**src/rtl/reg_file_sb_pkg.sv**
```systemverilog
// Shared constants for the register file with its hazard scoreboard.
package reg_file_sb_pkg;
  localparam int RF_N        = 32;
  localparam int RF_ADDR_W   = 5;
  localparam int RF_DEPTH    = 1 << RF_ADDR_W;
  localparam int RF_ZERO_IDX = 0;

  // pending_cnt must hold DEPTH itself, hence one bit more than the index.
  function automatic int cnt_width(input int addr_w);
    return addr_w + 1;
  endfunction
endpackage

```
**src/rtl/reg_file_sb_scoreboard.sv**
```systemverilog
// rf_scoreboard: per-register busy bits, pending count and sticky writeback error.
// Priority per edge: flush, then writeback clear, then issue set.
module rf_scoreboard
  import reg_file_sb_pkg::*;
#(
  parameter int ADDR_W   = RF_ADDR_W,
  parameter int DEPTH    = 1 << ADDR_W,
  parameter bit ZERO_REG = 1'b1,
  parameter bit BYPASS   = 1'b1,
  parameter int CNT_W    = cnt_width(ADDR_W)
) (
  input  logic              clk,
  input  logic              rst,
  input  logic [ADDR_W-1:0] read_reg1,
  input  logic [ADDR_W-1:0] read_reg2,
  input  logic [ADDR_W-1:0] write_reg,
  input  logic              RegWrite,
  input  logic              issue_valid,
  input  logic [ADDR_W-1:0] issue_reg,
  input  logic              flush,
  output logic              busy1,
  output logic              busy2,
  output logic [CNT_W-1:0]  pending_cnt,
  output logic              wb_err
);
  logic [DEPTH-1:0] r_busy;
  logic [CNT_W-1:0] r_cnt;
  logic             r_err;

  logic             w_wr_zero, w_iss_zero, w_rd1_zero, w_rd2_zero;
  logic             w_wr_en, w_iss_en, w_inc, w_dec;
  logic [DEPTH-1:0] w_busy_nxt;

  always_comb begin
    w_wr_zero  = ZERO_REG && (write_reg == ADDR_W'(RF_ZERO_IDX));
    w_iss_zero = ZERO_REG && (issue_reg == ADDR_W'(RF_ZERO_IDX));
    w_wr_en    = RegWrite && !w_wr_zero;
    w_iss_en   = issue_valid && !flush && !w_iss_zero;
    // A same-register clear plus re-issue leaves the count untouched.
    w_inc      = w_iss_en && !r_busy[issue_reg];
    w_dec      = w_wr_en && r_busy[write_reg] && !(w_iss_en && (issue_reg == write_reg));
    w_busy_nxt = r_busy;
    if (flush) begin
      w_busy_nxt = '0;
    end else begin
      if (w_wr_en)  w_busy_nxt[write_reg] = 1'b0;
      if (w_iss_en) w_busy_nxt[issue_reg] = 1'b1;
    end
  end

  always_ff @(posedge clk or posedge rst) begin
    if (rst) begin
      r_busy <= '0;
      r_cnt  <= '0;
      r_err  <= 1'b0;
    end else begin
      r_busy <= w_busy_nxt;
      if (flush) r_cnt <= '0;
      else       r_cnt <= r_cnt + CNT_W'(w_inc) - CNT_W'(w_dec);
      if (w_wr_en && !r_busy[write_reg]) r_err <= 1'b1;
    end
  end

  always_comb begin
    w_rd1_zero = ZERO_REG && (read_reg1 == ADDR_W'(RF_ZERO_IDX));
    w_rd2_zero = ZERO_REG && (read_reg2 == ADDR_W'(RF_ZERO_IDX));
    busy1 = r_busy[read_reg1] && !w_rd1_zero && !(BYPASS && RegWrite && (write_reg == read_reg1));
    busy2 = r_busy[read_reg2] && !w_rd2_zero && !(BYPASS && RegWrite && (write_reg == read_reg2));
  end

  assign pending_cnt = r_cnt;
  assign wb_err      = r_err;
endmodule

```
**src/rtl/reg_file_sb.sv**
```systemverilog
// Two-read/one-write register file with write-first bypass, zero register
// and a busy scoreboard feeding the hazard unit.
module reg_file_sb
  import reg_file_sb_pkg::*;
#(
  parameter int N        = RF_N,
  parameter int ADDR_W   = RF_ADDR_W,
  parameter int DEPTH    = 1 << ADDR_W,
  parameter bit ZERO_REG = 1'b1,
  parameter bit BYPASS   = 1'b1
) (
  input  logic                         clk,
  input  logic                         rst,
  input  logic [ADDR_W-1:0]            read_reg1,
  input  logic [ADDR_W-1:0]            read_reg2,
  output logic [N-1:0]                 read_data1,
  output logic [N-1:0]                 read_data2,
  output logic                         busy1,
  output logic                         busy2,
  input  logic [ADDR_W-1:0]            write_reg,
  input  logic [N-1:0]                 write_data,
  input  logic                         RegWrite,
  input  logic                         issue_valid,
  input  logic [ADDR_W-1:0]            issue_reg,
  input  logic                         flush,
  output logic [cnt_width(ADDR_W)-1:0] pending_cnt,
  output logic                         wb_err
);
  logic [N-1:0] r_regs [DEPTH];
  logic         w_wr_en, w_rd1_zero, w_rd2_zero, w_fwd1, w_fwd2;

  always_comb begin
    w_wr_en    = RegWrite && !(ZERO_REG && (write_reg == ADDR_W'(RF_ZERO_IDX)));
    w_rd1_zero = ZERO_REG && (read_reg1 == ADDR_W'(RF_ZERO_IDX));
    w_rd2_zero = ZERO_REG && (read_reg2 == ADDR_W'(RF_ZERO_IDX));
    w_fwd1     = BYPASS && w_wr_en && (write_reg == read_reg1);
    w_fwd2     = BYPASS && w_wr_en && (write_reg == read_reg2);
  end

  always_ff @(posedge clk or posedge rst) begin
    if (rst) begin
      for (int i = 0; i < DEPTH; i++) r_regs[i] <= '0;
    end else if (w_wr_en) begin
      r_regs[write_reg] <= write_data;
    end
  end

  always_comb begin
    if (w_rd1_zero)  read_data1 = '0;
    else if (w_fwd1) read_data1 = write_data;
    else             read_data1 = r_regs[read_reg1];
    if (w_rd2_zero)  read_data2 = '0;
    else if (w_fwd2) read_data2 = write_data;
    else             read_data2 = r_regs[read_reg2];
  end

  rf_scoreboard #(
    .ADDR_W   (ADDR_W),
    .DEPTH    (DEPTH),
    .ZERO_REG (ZERO_REG),
    .BYPASS   (BYPASS)
  ) u_sb (
    .clk         (clk),
    .rst         (rst),
    .read_reg1   (read_reg1),
    .read_reg2   (read_reg2),
    .write_reg   (write_reg),
    .RegWrite    (RegWrite),
    .issue_valid (issue_valid),
    .issue_reg   (issue_reg),
    .flush       (flush),
    .busy1       (busy1),
    .busy2       (busy2),
    .pending_cnt (pending_cnt),
    .wb_err      (wb_err)
  );
endmodule

```
**config.mk**
```make
export PLATFORM = sky130hd
export DESIGN_NAME = reg_file_sb
export DESIGN_NICKNAME = d
export VERILOG_FILES = /design/src/rtl/reg_file_sb_pkg.sv /design/src/rtl/reg_file_sb_scoreboard.sv /design/src/rtl/reg_file_sb.sv
export SDC_FILE = /design/constraint.sdc
export NUM_CORES = 2
export LEC_CHECK = 0
export BUFFER_PORTS_ARGS = -buffer_cell sky130_fd_sc_hd__buf_2
export CORE_UTILIZATION = 64
export DETAILED_ROUTE_END_ITERATION = 7
export HOLD_SLACK_MARGIN = 0.06
export PLACE_DENSITY = 0.81
export SYNTH_ARGS = -nofsm -noshare
export SYNTH_HDL_FRONTEND = slang
export SYNTH_SLANG_ARGS = --single-unit
```
**constraint.sdc**
```tcl
create_clock -name clk -period 38.3 [get_ports clk]
set_clock_uncertainty 0.05 [all_clocks]
set_input_delay 3.83 -clock clk [delete_from_list [all_inputs] [get_ports clk]]
set_output_delay 3.83 -clock clk [all_outputs]
set_load 0.05 [all_outputs]
```
==> impl_metrics.env <==
export IMPL_postCtsHoldBufs=0
export IMPL_top_layer_used="met5"
export IMPL_wire_per_inst_um=34.8
export IMPL_coreArea_mm2=0.0904
export IMPL_postSynthCellCount=4276
export IMPL_htree_levels=3
export IMPL_hold_viol=0
export IMPL_p_leak_nw=28.0
export IMPL_critPathRequiredTime_ns=34.42
export IMPL_clock_power_share=0.344
export IMPL_slew_headroom=0.0768
export IMPL_intPower_w=0.00238
export IMPL_ys_flop_type="dfrtp_1"
export IMPL_met1_length_um=66900
export IMPL_start_kind="input port"
export IMPL_ant_nets=0
export IMPL_crit_type="in -> out"
export IMPL_finalCritPeriodShare=0.326
export IMPL_first_global_vias=41600
export IMPL_power_density_mw_per_mm2=52.7
export IMPL_clk_latency_ns=0.70
export IMPL_cts_post_setup_buffers_inserted=0
export IMPL_outcome="finished, final reports clean"
export IMPL_syn_area_mm2=0.0587
export IMPL_drc=0
export IMPL_period_needed_ns=12.47
export IMPL_grt_util_all_layers=0.408
export IMPL_critPathLaunch="read_reg1[0]"
export IMPL_pin_count=130
export IMPL_cts_made_buffers=109
export IMPL_ctsResizeCount=0
export IMPL_clock_sinks=1063
export IMPL_worst_path_max_fanout=119
export IMPL_drive_gt1_frac=0.396
export IMPL_max_freq_mhz=80.2
export IMPL_comb_power_share=0.208
export IMPL_worstMarginPinSlew_ns=1.38
export IMPL_via_count=41600
export IMPL_reg2reg_from="u_sb.r_busy[7]"
export IMPL_seqPwrFrac=0.448
export IMPL_clkTransAtPathRegs_ns=0.06
export IMPL_grt_max_degree=169
export IMPL_drtIter0Drc=5824
export IMPL_root_buffer="clkbuf_16"
export IMPL_synth_avg_cell_area_um2=13.7
export IMPL_die_y_um=305
export IMPL_yosysSeqAreaShare=0.453
export IMPL_switching_power_w=0.000956
export IMPL_crit_path_end_kind="output port"
export IMPL_cts_path_max_buffers=3
export IMPL_wl_met2_um=82700
export IMPL_cts_tree="yes"
export IMPL_globalplace_congestion=0.916
export IMPL_first_pass_iters=8
export IMPL_viasPerCell=7.68
export IMPL_syn_num_nets=4340
export IMPL_vdd_drop_max_mv=0.0373
export IMPL_worstPathArrival_ns=8.59
export IMPL_io_buffer_count=129
export IMPL_worstHoldStart="r_regs[1014]"
export IMPL_grt_pass1_wl_um=278000
export IMPL_nets=4204
export IMPL_total_power_w=0.00333
export IMPL_grt_setup_unrepaired="no"
export IMPL_rows=110
export IMPL_met3_length_um=25000
export IMPL_synth_cell_types=71
export IMPL_yosys_top_cells_area="dfrtp_1 45%, mux2_2 16%, mux4_2 14%"
export IMPL_synth_seq_cells=1063
export IMPL_yosys_warnings=0
export IMPL_synth_edf_count=0
export IMPL_syn2layout_area_growth_pct=7.83
export IMPL_wirelength_um=188000
export IMPL_synthArstFlopShare=1.00
export IMPL_timing_max_cap_violations=0
export IMPL_dpl_hpwl_um=104000
export IMPL_hold_path_class="reg -> reg"
export IMPL_grt_ovfl_total=0
export IMPL_die_x_um=305
export IMPL_finalSetupTns_ns=0
export IMPL_report_final_setup_viol=0
export IMPL_start_util=0.649
export IMPL_dieArea_mm2=0.0929
export IMPL_sw_frac_of_total=0.287
export IMPL_synth_top_area_frac=0.453
export IMPL_yosys_area_top_type="dfrtp_1"
export IMPL_slew_viol_final=0
export IMPL_antenna_found_initial=13
[per-stage QoR]
step | hold WS (ns) | util | std cells | area [um^2] | worst slack, ns
after floorplan | 0.389 | - | 4276 | 58700 | 4.50
final | 0.347 | 0.700 | 5415 | 63300 | 25.83
after global placement | 0.328 | 0.657 | 5205 | 59400 | 25.99
after detailed placement | 0.332 | 0.657 | 5205 | 59400 | 25.89
after CTS | 0.346 | 0.700 | 5409 | 63300 | 25.89
after global routing | 0.358 | 0.700 | 5412 | 63300 | 25.47
[logic make-up (layout without fill, tap and decap cells)]
logic type	count (synthesis)	count (layout)	synth area share
simple gates	435	435	0.0355
compound gates	495	495	0.0602
other cells	0	6	0
fa+ha+maj	7	7	0.00162
flops	1063	1063	0.453
buf+inv	489	446	0.0430
mux	1770	1770	0.404
xor+xnor	17	17	0.00254
[cells in the final DEF, fill, tap and decap left out, types with 20 or more instances in the layout]
master / instances
a22oi_1: 90
o22ai_1: 70
mux2i_1: 381
a221o_1: 24
clkbuf_1: 26
nand3_1: 28
a211oi_1: 21
nor2_1: 112
clkbuf_16: 113
o21ai_1: 31
mux2_1: 171
a221oi_1: 62
nor3_1: 90
mux4_2: 377
nand2_1: 73
nand2_2: 20
mux2_2: 841
buf_2: 122
o21ai_0: 39
dfrtp_1: 1063
a21oi_1: 67
clkbuf_8: 27
buf_4: 88
[state kept, by name, summed over array words and instances (netlist names)]
name	cells
u_sb.r_busy	32
u_sb.pending_cnt	6
r_regs	1024
u_sb.wb_err	1
[cell usage after synthesis (10+ instances only)]
library cell	count
dfrtp_1	1063
mux2_2	841
mux2i_1	381
mux4_2	377
clkbuf_1	200
mux2_1	171
nor2_1	126
buf_2	123
nand2_1	93
nor3_1	91
a22oi_1	90
o22ai_1	70
a21oi_1	67
a221oi_1	62
buf_1	52
buf_4	50
buf_6	42
o21ai_0	39
o21ai_1	31
nand3_1	28
a221o_1	24
a211oi_1	21
inv_1	18
nand2b_1	18
nor2b_1	17
nor4_1	17
o211ai_1	15
a211o_1	12
xnor2_1	11
a2111oi_0	10
a31oi_1	10
nor3b_1	10
[per-layer routing]
layer / global-route usage / up-vias
li1: - / 16100
met1: 0.534 / 21400
met2: 0.596 / 3184
met3: 0.130 / 855
met4: 0.254 / 4
met5: 0 / -
[critical path, cell delays in order]
cell and delay, ns:
buf_8 0.49, buf_12 0.70, buf_12 0.63, buf_4 0.78, mux2i_1 0.17, a221oi_1 0.38
a22oi_1 0.19, o21ai_1 0.13, a22oi_1 0.13, o21ai_1 0.35, buf_2 0.33
[power groups by stage]
stage / Clock [W] / Sequential [W] / Combinational (W)
6_report: 0.00115 / 0.00149 / 0.000693
5_1_grt: 0.00119 / 0.00151 / 0.000733
4_1_cts: 0.00115 / 0.00148 / 0.000686
3_5_place_dp: 0 / 0.00150 / 0.000680
3_3_place_gp: 0 / 0.00148 / 0.000658
2_1_floorplan: 0 / 0.00145 / 0.000550
[path summary, 6_finish.rpt]
check,endpoint,slack [ns],cells past startpoint
worst min register to register,r_regs[1014],0.35,0
min in group asynchronous,r_regs[614],3.22,2
worst min-delay path,r_regs[1014],0.35,0
worst max register to register,u_sb.pending_cnt[4],34.93,14
max in group asynchronous,r_regs[208],31.45,5
worst max-delay path,read_data1[0],25.83,11
[final cells by class]
class	instances	area [um^2]
Clock buffer	165	3280
Timing Repair Buffer	223	1490
Multi-Input combinational cell	2724	29800
Inverter	19	78.8
Fill cell	5866	27100
Tap cell	1176	1470
Sequential cell	1063	26600
Antenna cell	6	15.0
Clock inverter	39	591
(Power assumes the default switching activity.)
